[config.mk]
export PLATFORM = sky130hd
export DESIGN_NAME = spi_xfer_ctrl
export DESIGN_NICKNAME = d
export VERILOG_FILES = /design/src/rtl/spi_pkg.sv /design/src/rtl/spi_fifo.sv /design/src/rtl/spi_xfer_ctrl.sv
export SDC_FILE = /design/constraint.sdc
export NUM_CORES = 1
export LEC_CHECK = 0
export BUFFER_PORTS_ARGS = -buffer_cell sky130_fd_sc_hd__buf_4
export CAP_MARGIN = 20
export CELL_PAD_IN_SITES_DETAIL_PLACEMENT = 0
export CELL_PAD_IN_SITES_GLOBAL_PLACEMENT = 1
export CORE_ASPECT_RATIO = 1.1
export CORE_MARGIN = 4
export CORE_UTILIZATION = 30
export CTS_BUF_LIST = sky130_fd_sc_hd__clkbuf_4
export DETAILED_ROUTE_END_ITERATION = 10
export PLACE_DENSITY = 0.63
export RECOVER_POWER = 25
export SYNTH_ARGS = -nofsm -noshare
export SYNTH_HDL_FRONTEND = slang
export SYNTH_SLANG_ARGS = --single-unit
[constraint.sdc]
create_clock -name clk -period 7 [get_ports clk]
set_clock_uncertainty 0.15 [all_clocks]
set_input_delay 1.05 -clock clk [delete_from_list [all_inputs] [get_ports clk]]
set_output_delay 1.05 -clock clk [all_outputs]
set_load 0.005 [all_outputs]
[src/rtl/spi_pkg.sv]
// Shared types for the SPI transfer controller: FSM state encoding and SPI mode constants.
package spi_pkg;

   typedef enum logic [2:0] {
      IDLE,
      WAIT,
      RUN,
      DRAIN,
      DONE
   } state_t;

   localparam logic [1:0] MODE0 = 2'b00;
   localparam logic [1:0] MODE1 = 2'b01;
   localparam logic [1:0] MODE2 = 2'b10;
   localparam logic [1:0] MODE3 = 2'b11;

endpackage

[src/rtl/spi_fifo.sv]
// Synchronous WIDTH x DEPTH FIFO with occupancy count; head reads as zero when empty.
module spi_fifo #(
   parameter int WIDTH = 8,
   parameter int DEPTH = 8
) (
   input  logic                     clk,
   input  logic                     rst_n,
   input  logic                     push,
   input  logic [WIDTH-1:0]         push_data,
   input  logic                     pop,
   output logic [WIDTH-1:0]         pop_data,
   output logic [$clog2(DEPTH):0]   count
);
   localparam int PTR_W = $clog2(DEPTH);
   localparam int CNT_W = PTR_W + 1;

   logic [WIDTH-1:0] mem [DEPTH];
   logic [PTR_W-1:0] wr_ptr, rd_ptr;
   logic             do_push, do_pop;

   assign do_push  = push && (count != CNT_W'(DEPTH));
   assign do_pop   = pop && (count != '0);
   assign pop_data = (count == '0) ? '0 : mem[rd_ptr];

   // Pointers wrap naturally because DEPTH is a power of two.
   always_ff @(posedge clk or negedge rst_n) begin
      if (!rst_n) begin
         wr_ptr <= '0;
         rd_ptr <= '0;
         count  <= '0;
      end else begin
         if (do_push) wr_ptr <= wr_ptr + 1'b1;
         if (do_pop)  rd_ptr <= rd_ptr + 1'b1;
         if (do_push && !do_pop)      count <= count + 1'b1;
         else if (do_pop && !do_push) count <= count - 1'b1;
      end
   end

   always_ff @(posedge clk) begin
      if (do_push) mem[wr_ptr] <= push_data;
   end

endmodule

[src/rtl/spi_xfer_ctrl.sv]
// Command sequencer between a host (TX/RX FIFOs + command port) and an spi_master.
// state | meaning
// IDLE  | ready for a command
// WAIT  | command latched; waiting for TX data and RX space
// RUN   | issuing tx/rx starts to the master
// DRAIN | all bytes issued; waiting for cs_n to rise
// DONE  | one-cycle completion, xfer_done high
module spi_xfer_ctrl
   import spi_pkg::*;
#(
   parameter int WIDTH = 8,
   parameter int DEPTH = 8,
   parameter int LEN_W = 4
) (
   input  logic             clk,
   input  logic             rst_n,
   input  logic             cmd_valid,
   output logic             cmd_ready,
   input  logic [1:0]       cmd_mode,
   input  logic [LEN_W-1:0] cmd_tx_len,
   input  logic [LEN_W-1:0] cmd_rx_len,
   input  logic             tx_valid,
   output logic             tx_ready,
   input  logic [WIDTH-1:0] tx_data,
   output logic             rx_valid,
   input  logic             rx_ready,
   output logic [WIDTH-1:0] rx_data,
   output logic             xfer_done,
   output logic             cmd_err,
   output logic [1:0]       m_mode,
   output logic             m_tx_start,
   output logic             m_rx_start,
   output logic [WIDTH-1:0] m_data_in,
   input  logic             m_load,
   input  logic             m_read,
   input  logic             m_tx_done,
   input  logic             m_rx_done,
   input  logic [WIDTH-1:0] m_data_out,
   input  logic             m_cs_n
);
   localparam int CNT_W = $clog2(DEPTH) + 1;
   localparam int CMP_W = (LEN_W > CNT_W) ? LEN_W : CNT_W;

   state_t           state, state_nxt;
   logic [LEN_W-1:0] tx_len_q, rx_len_q, tx_left, rx_left, rx_cnt;
   logic [1:0]       mode_q;
   logic             load_q, read_q, rx_done_q;
   logic             load_rise, read_rise, rx_done_rise;
   logic [CNT_W-1:0] tx_count, rx_count;
   logic             accept, len_bad, cmd_err_q;
   logic             tx_fits, rx_fits, run_end;

   assign accept  = (state == IDLE) && cmd_valid;
   assign len_bad = (CMP_W'(cmd_tx_len) > CMP_W'(DEPTH)) || (CMP_W'(cmd_rx_len) > CMP_W'(DEPTH));

   assign load_rise    = (state != IDLE) && m_load && !load_q;
   assign read_rise    = (state != IDLE) && m_read && !read_q;
   assign rx_done_rise = (state != IDLE) && m_rx_done && !rx_done_q;

   assign tx_fits = CMP_W'(tx_count) >= CMP_W'(tx_len_q);
   assign rx_fits = (CMP_W'(DEPTH) - CMP_W'(rx_count)) >= CMP_W'(rx_len_q);
   assign run_end = (tx_left == '0) && (rx_left == '0) && (rx_cnt == rx_len_q);

   assign cmd_ready = (state == IDLE);
   assign xfer_done = (state == DONE);
   assign cmd_err   = cmd_err_q;
   assign m_mode    = mode_q;
   assign tx_ready  = (tx_count != CNT_W'(DEPTH));
   assign rx_valid  = (rx_count != '0);

   spi_fifo #(.WIDTH(WIDTH), .DEPTH(DEPTH)) u_tx_fifo (
      .clk       (clk),
      .rst_n     (rst_n),
      .push      (tx_valid),
      .push_data (tx_data),
      .pop       (load_rise),
      .pop_data  (m_data_in),
      .count     (tx_count)
   );

   spi_fifo #(.WIDTH(WIDTH), .DEPTH(DEPTH)) u_rx_fifo (
      .clk       (clk),
      .rst_n     (rst_n),
      .push      (rx_done_rise),
      .push_data (m_data_out),
      .pop       (rx_ready),
      .pop_data  (rx_data),
      .count     (rx_count)
   );

   always_ff @(posedge clk or negedge rst_n) begin
      if (!rst_n) begin
         state     <= IDLE;
         cmd_err_q <= 1'b0;
         mode_q    <= MODE0;
         tx_len_q  <= '0;
         rx_len_q  <= '0;
         tx_left   <= '0;
         rx_left   <= '0;
         rx_cnt    <= '0;
         load_q    <= 1'b0;
         read_q    <= 1'b0;
         rx_done_q <= 1'b0;
      end else begin
         state     <= state_nxt;
         cmd_err_q <= accept && len_bad;
         if (state == IDLE) begin
            load_q    <= 1'b0;
            read_q    <= 1'b0;
            rx_done_q <= 1'b0;
         end else begin
            load_q    <= m_load;
            read_q    <= m_read;
            rx_done_q <= m_rx_done;
         end
         if (accept && !len_bad) begin
            mode_q   <= cmd_mode;
            tx_len_q <= cmd_tx_len;
            rx_len_q <= cmd_rx_len;
            tx_left  <= cmd_tx_len;
            rx_left  <= cmd_rx_len;
            rx_cnt   <= '0;
         end else begin
            if (load_rise && tx_left != '0) tx_left <= tx_left - 1'b1;
            if (read_rise && rx_left != '0) rx_left <= rx_left - 1'b1;
            if (rx_done_rise)               rx_cnt  <= rx_cnt + 1'b1;
         end
      end
   end

   always_comb begin
      state_nxt  = state;
      m_tx_start = 1'b0;
      m_rx_start = 1'b0;
      case (state)
         IDLE:    if (cmd_valid && !len_bad) state_nxt = WAIT;
         WAIT: begin
            if (tx_fits && rx_fits)
               state_nxt = (tx_len_q == '0 && rx_len_q == '0) ? DONE : RUN;
         end
         RUN: begin
            m_tx_start = (tx_left != '0);
            m_rx_start = (tx_left == '0) && (rx_left != '0);
            if (run_end) state_nxt = DRAIN;
         end
         DRAIN:   if (m_cs_n) state_nxt = DONE;
         DONE:    state_nxt = IDLE;
         default: state_nxt = IDLE;
      endcase
   end

endmodule

; Word level (Yosys, flattened, before mapping)
; Memories as Yosys holds them, arrays and structs flattened.
; Index checks and enable logic that the tools add are counted.
[classes]
n_reduce_logical = 52
n_lt_le_gt_ge = 4
n_addsub = 12
n_mux = 27
eq_ne = 11
[op_table]
columns = operator, count
row1 = 4-bit 2-to-1 mux, 10
row2 = 1-bit logical AND, 25
row3 = 4-bit zero test, 6
row4 = 8-bit 2-to-1 mux, 2
row5 = 4-bit nonzero test, 4
row6 = "4-bit by 1-bit subtractor with 4-bit output, second input constant", 4
row7 = 3-bit 2-to-1 mux, 5
row8 = "3-bit by 1-bit adder with 3-bit output, second input constant", 4
row9 = "4-bit by 1-bit adder with 4-bit output, second input constant", 3
row10 = 3-bit case mux with 4 select lines, 1
row11 = 2-bit nonzero test, 5
row12 = 1-bit 2-to-1 mux, 9
row13 = 4-bit greater-or-equal comparator, 2
row14 = "4-bit > comparator, second input constant", 2
row15 = 1-bit zero test, 8
row16 = "4-bit inequality test, second input constant", 2
row17 = "3-bit by 2-bit == test with 1-bit output, second input constant", 2
row18 = "2-bit inequality test, second input constant", 3
row19 = 4-bit == test, 1
row20 = 4-bit AND reduction, 1
row21 = "4-bit subtractor, first input constant", 1
row22 = "3-bit by 1-bit == test with 1-bit output, second input constant", 1
row23 = "3-bit == test, second input constant", 1
row24 = 3-bit zero test, 1
row25 = other kinds (3), 3
[totals]
memories = 2
elab_cells = 125
ramBits = 128
in_bits = 36
reg_bits = 49
output_inout_bits = 25
[mem_list]
columns = name, depth, word_bits, rd, rd_clocked_by_memory_dff, write_ports, line_no
row1 = u_rx_fifo.mem, 8, 8, 1, 0, 1, spi_fifo.sv:17  ; logic [WIDTH-1:0] mem [DEPTH];
row2 = u_tx_fifo.mem, 8, 8, 1, 0, 1, spi_fifo.sv:17

; Depth between registers and ports, before layout
[depth]
depth_word = 8
ltp_mapped = 13
depth_no_buf = 13

; Modules after synthesis
; Synthesis repeated with hierarchy kept, for this count alone.
[hier_totals]
cells_unflattened = 495
hier_area_um2 = 7768.7
[modules_own_cells]
columns = mod, cells_per_inst, seq_area_each_um2, area_each_um2, instances
row1 = spi_fifo, 158, 2172.1, 3036.7, 2
row2 = spi_xfer_ctrl, 179, 725.7, 1695.4, 1

; Worst setup path before layout
; No wires, ideal clock.
[synth_path]
path_kind = input -> register
start = input port m_rx_done
end = register u_rx_fifo.count[3]
path_buffers = 1
setup_ps = 126
slack_ps = 3977
arrival_ps = 2746
cell_stages = 11
path_cell_list = nor3b_4 > and2_1 > buf_6 > ha_1 > inv_1 > ha_1 > a21o_1 > a21oi_1 > xnor2_1 > nor2_1 > xor2_1
[synth_between]
elab_chain_len = 6
word_cells_on_any_way = 8
[synth_rtl]
columns = element, line_no
row1 = "start, declared", spi_xfer_ctrl.sv:37  ; input logic m_rx_done,
row2 = 1-bit logical AND * (2 in series), spi_xfer_ctrl.sv:58  ; assign rx_done_rise = (state != IDLE) && m_rx_done && !rx_done_q;
row3 = 1-bit logical AND *, spi_fifo.sv:21  ; assign do_push = push && (count != CNT_W'(DEPTH));
row4 = net u_rx_fifo.do_push, spi_fifo.sv:19  ; logic do_push, do_pop;
row5 = 1-bit zero test, spi_fifo.sv:35  ; else if (do_pop && !do_push) count <= count - 1'b1;
row6 = 1-bit logical AND, spi_fifo.sv:35
row7 = 2-bit nonzero test (no source line), -
row8 = "end signal, assigned", spi_fifo.sv:34  ; if (do_push && !do_pop) count <= count + 1'b1;
row9 = "end signal, assigned", spi_fifo.sv:35
row10 = "end, declared", spi_fifo.sv:12  ; output logic [$clog2(DEPTH):0] count
; Mark *: on every way through the listed nets, which the timed path passes. The rest lies on a longest branch.
; A chain may end at the register's enable or synchronous reset.

; Worst setup path in the final report
[layout_path]
start = register u_rx_fifo.count[0]
end = output port rx_data[4]
[layout_between]
elab_chain_len = 2
[layout_rtl]
columns = element, line_no
row1 = 4-bit zero test, spi_fifo.sv:23  ; assign pop_data = (count == '0) ? '0 : mem[rd_ptr];
row2 = 8-bit 2-to-1 mux, spi_fifo.sv:23
row3 = "end, declared", spi_xfer_ctrl.sv:27  ; output logic [WIDTH-1:0] rx_data,
; Every way passes these cells.

==> tab_implementation.tex <==
\begin{tabular}{lr}
\hline
Metric & Value \\
\hline
\multicolumn{2}{l}{\textbf{Status}} \\
\quad Outcome & complete, no violations \\
\multicolumn{2}{l}{\textbf{Worst setup path}} \\
\quad Capture instance of the worst register-to-register path & u\_rx\_fifo.count[3] \\
\quad WS Path Type & flop to output pin \\
\quad Element type at the critical path end & output pin \\
\quad R2r worst-path depth & 13 \\
\quad Crit path arrival time & 2.43 ns \\
\quad Launch point of the worst reg-to-reg path & u\_rx\_fifo.count[0] \\
\quad Largest driver fanout on the critical path & 9 \\
\quad R2R Setup Slk & 3.57 ns \\
\quad Worst EP required & 5.80 ns \\
\quad Crit path capture & rx\_data[4] \\
\quad Startpoint types & flop \\
\quad Beginning of the critical path & u\_rx\_fifo.count[0] \\
\multicolumn{2}{l}{\textbf{Floorplan}} \\
\quad Effective utilization at floorplan & 30.5\% \\
\quad Vertical die dimension & 176 µm \\
\quad Count of boundary I/O pins & 61 \\
\quad Placement row count & 61 \\
\quad Area of the die & 0.0283 mm² \\
\quad Chip width & 161 µm \\
\quad Area of the placeable core & 0.0253 mm² \\
\multicolumn{2}{l}{\textbf{Place}} \\
\quad Detailed Place HPWL & 10.2 mm \\
\quad Quantity of I/O buffers inserted on ports & 59 \\
\quad Routability Congestion & 0.726 \\
\quad Total cell area at the placement stage & 0.00856 mm² \\
\quad Setup slack at placement & 3.46 ns \\
\multicolumn{2}{l}{\textbf{Global routing}} \\
\quad Global-route wire length before repair & 24.5 mm \\
\quad Number of global-route vias before repair & 4612 \\
\quad Initial antenna violation count & 1 \\
\quad GR Overflow Total & 0 \\
\quad Global router's overall resource usage & 11.1\% \\
\quad Largest net degree at the start of global routing & 50 \\
\multicolumn{2}{l}{\textbf{Clock network}} \\
\quad Clock buffer count from CTS & 17 \\
\quad Buffer levels on the longest clock path & 2 \\
\quad Clock tree from TritonCTS & built \\
\quad Number of setup buffers added after CTS & 0 \\
\quad H-tree depth & 4 \\
\quad Sink Count & 177 \\
\quad Clock latency on the worst-skew pair & 0.57 ns \\
\quad CTS root buf & sky130\_fd\_sc\_hd\_\_clkbuf\_4 \\
\quad Count of hold buffers inserted by post-cts repair & 0 \\
\quad Gates resized, CTS repair & 0 \\
\quad CTS clock-pin slew for the worst setup and hold paths & 0.20 ns \\
\multicolumn{2}{l}{\textbf{Route}} \\
\quad Initial drt markers & 155 \\
\quad Total routed wirelength & 15.0 mm \\
\quad Count of nets left with antenna violations after detail routing & 0 \\
\quad Count of vias placed by the detailed router & 4155 \\
\quad DRC violation count after routing & 0 \\
\quad Per-cell via count in the routed design & 4.58 \\
\quad DRT Pass-1 Iters & 4 \\
\quad Routed wire per std cell & 16.5 µm \\
\multicolumn{2}{l}{\textbf{STA}} \\
\quad Fin crit share & 51.8\% \\
\quad Total of endpoints with negative setup slack in the final report & 0 \\
\quad Worst slew margin & 36.1\% \\
\quad Actual transition at the worst max-transition pin & 0.955 ns \\
\quad Final hold violation count & 0 \\
\quad Fmax achieved & 276 MHz \\
\quad Unrepaired setup endpoints after global routing & no \\
\quad Tmin final & 3.63 ns \\
\quad Slack of the critical path & 3.37 ns \\
\quad Final Max Tran Viols & 0 \\
\quad Aggregate negative setup slack & 0 ns \\
\multicolumn{2}{l}{\textbf{Finish}} \\
\quad Fin nets & 608 \\
\quad Most common cell after layout, fill and taps aside & sky130\_fd\_sc\_hd\_\_edfxtp\_1 \\
\quad Area of all placed cells without fillers & 0.00885 mm² \\
\quad Synthesis-to-finish area growth & 14.8\% \\
\quad Layout fillers & 2438 \\
\quad Commonest cells after routing, fill and taps aside & sky130\_fd\_sc\_hd\_\_edfxtp\_1, sky130\_fd\_sc\_hd\_\_dfrtp\_1, sky130\_fd\_sc\_hd\_\_buf\_4 \\
\quad Share of post-route cells with drive strength above 1 & 23.9\% \\
\multicolumn{2}{l}{\textbf{Synthesis}} \\
\quad Portion of the post-synthesis area used by sequential elements & 65.8\% \\
\quad Synth Area in Simple Gates & 9.56\% \\
\quad Number of enable flip-flop cells after synthesis & 128 \\
\quad Synthesized-area fraction occupied by xor and xnor cells & 3.07\% \\
\quad Post-Syn Instances & 485 \\
\quad Syn avg cell area & 15.9 µm² \\
\quad Post-synthesis compound-gate area fraction & 2.74\% \\
\quad Largest family of logic cells by synthesized area & multiplexers \\
\quad Post-synthesis mux area share & 12.7\% \\
\quad Number of warnings reported in the yosys synthesis log & 0 \\
\quad Fraction of registers with async set or reset after synthesis & 27.7\% \\
\quad Adder and majority gate portion of the synthesized area & 4.09\% \\
\quad Most instantiated flip-flop cell in the synthesis netlist & sky130\_fd\_sc\_hd\_\_edfxtp\_1 \\
\quad Net Count, Synth & 545 \\
\quad Netlist cell types & 46 \\
\quad Flop and latch count out of synthesis & 177 \\
\quad Mapped cell area & 0.00771 mm² \\
\multicolumn{2}{l}{\textbf{Power}} \\
\quad Overall Power & 3.59 mW \\
\quad Worst IR Drop VDD & 0.184 mV \\
\quad Power density cells & 406 mW/mm² \\
\quad Lkg Pwr & 3.20 nW \\
\multicolumn{2}{l}{\textbf{Worst hold path}} \\
\quad Hold/Removal Path Class & input pin to async pin \\
\multicolumn{2}{l}{\textbf{Job}} \\
\quad Maximum capacitance violations & 0 \\
\hline
\end{tabular}
sequential cells by signal, indices dropped and copies added, names as in the netlist:
register / cells
rx_cnt: 4
cmd_err: 1
u_tx_fifo.rd_ptr: 3
u_tx_fifo.count: 4
rx_left: 4
u_tx_fifo.mem: 64
m_mode: 2
tx_left: 4
u_rx_fifo.count: 4
u_rx_fifo.rd_ptr: 3
load_q: 1
state: 3
read_q: 1
tx_len_q: 4
rx_len_q: 4
rx_done_q: 1
u_rx_fifo.wr_ptr: 3
u_tx_fifo.wr_ptr: 3
u_rx_fifo.mem: 64
cell type report:
type                       count  area [µm²]  area share, %
timing repair buffer          61         442           4.99
clock inverter                15         214           2.42
tap                          346         433           4.89
antenna                        1        2.50         0.0283
sequential                   177        5070           57.3
clock buffer                  17         128           1.44
multi-input combinational    274        2500           28.2
inverter                      17        63.8          0.721
Yosys cell counts (2+ instances only):
library cell | number | share of area, %
sky130_fd_sc_hd__a21o_1 | 2 | 0.19
sky130_fd_sc_hd__a21oi_1 | 11 | 0.71
sky130_fd_sc_hd__and2_1 | 2 | 0.16
sky130_fd_sc_hd__buf_1 | 5 | 0.24
sky130_fd_sc_hd__buf_2 | 5 | 0.32
sky130_fd_sc_hd__buf_4 | 4 | 0.39
sky130_fd_sc_hd__clkbuf_2 | 2 | 0.13
sky130_fd_sc_hd__dfrtp_1 | 49 | 16
sky130_fd_sc_hd__edfxtp_1 | 128 | 50
sky130_fd_sc_hd__fa_1 | 2 | 0.52
sky130_fd_sc_hd__ha_1 | 22 | 3.6
sky130_fd_sc_hd__inv_1 | 17 | 0.83
sky130_fd_sc_hd__mux2_2 | 6 | 0.88
sky130_fd_sc_hd__mux2i_1 | 19 | 2.5
sky130_fd_sc_hd__mux4_2 | 32 | 9.4
sky130_fd_sc_hd__nand2_1 | 41 | 2.0
sky130_fd_sc_hd__nand2b_1 | 6 | 0.49
sky130_fd_sc_hd__nand3_1 | 4 | 0.26
sky130_fd_sc_hd__nand4_1 | 2 | 0.16
sky130_fd_sc_hd__nor2_1 | 38 | 1.9
sky130_fd_sc_hd__nor2b_1 | 5 | 0.41
sky130_fd_sc_hd__nor3_1 | 7 | 0.45
sky130_fd_sc_hd__nor3b_1 | 5 | 0.49
sky130_fd_sc_hd__nor3b_2 | 5 | 0.81
sky130_fd_sc_hd__nor4_1 | 3 | 0.24
sky130_fd_sc_hd__nor4b_2 | 2 | 0.39
sky130_fd_sc_hd__o211ai_1 | 3 | 0.29
sky130_fd_sc_hd__o21ai_0 | 13 | 0.84
sky130_fd_sc_hd__o31a_1 | 2 | 0.23
sky130_fd_sc_hd__o31ai_1 | 2 | 0.19
sky130_fd_sc_hd__xnor2_1 | 14 | 1.6
sky130_fd_sc_hd__xor2_1 | 13 | 1.5
per-stage QoR:
| step | instances | utilization [%] | hold slack [ns] |
|---|---|---|---|
| after detailed placement | 875 | 33.9 | 0.341 |
| final | 908 | 35.0 | 0.318 |
| after global routing | 908 | 35.0 | 0.317 |
| after floorplan | 485 | - | 0.320 |
| after global placement | 873 | 33.7 | 0.316 |
| after CTS | 907 | 35.2 | 0.296 |
how the worst min path moves through the flow:
| stage | from | end | slack [ns] |
|---|---|---|---|
| 2_1_floorplan | m_mode[0] | m_mode[0] | 0.32 |
| 3_3_place_gp | m_mode[1] | m_mode[1] | 0.32 |
| 3_5_place_dp | m_mode[1] | m_mode[1] | 0.34 |
| 4_1_cts | rst_n | read_q | 0.30 |
| 5_1_grt | rst_n | u_rx_fifo.rd_ptr[0] | 0.32 |
| 6_report | rst_n | read_q | 0.32 |
report_power, final:
group / switching, mW / internal (mW)
clock network: 0.443 / 0.184
logic: 0.603 / 0.722
registers: 0.281 / 1.36
worst max-delay path, cell delays in order (launching register included):
cell,delay [ns]
sky130_fd_sc_hd__dfrtp_1,0.49
sky130_fd_sc_hd__inv_1,0.11
sky130_fd_sc_hd__ha_1,0.20
sky130_fd_sc_hd__nor3b_2,0.70
sky130_fd_sc_hd__nor2_1,0.17
sky130_fd_sc_hd__buf_4,0.19
cell families (layout without fill, tap and decap cells):
kind of cell             after synthesis  after routing
flip-flops                           177            177
adder cells (fa/ha/maj)               24             24
AO/OA/AOI/OAI                         36             36
AND/OR/NAND/NOR                      130            130
multiplexers                          57             57
buffers and inverters                 34            110
other                                  0              1
XOR/XNOR                              27             27
metal layers:
layer / wire length (µm) / track usage, % / vias up
met1: 6080 / 12.8 / 2140
met4: 176 / 3.38 / 0
met2: 8290 / 20.4 / 58
li1: - / - / 1945
met5: 0 / 0 / -
met3: 475 / 2.71 / 12
Power figures use the tool's default switching activity.
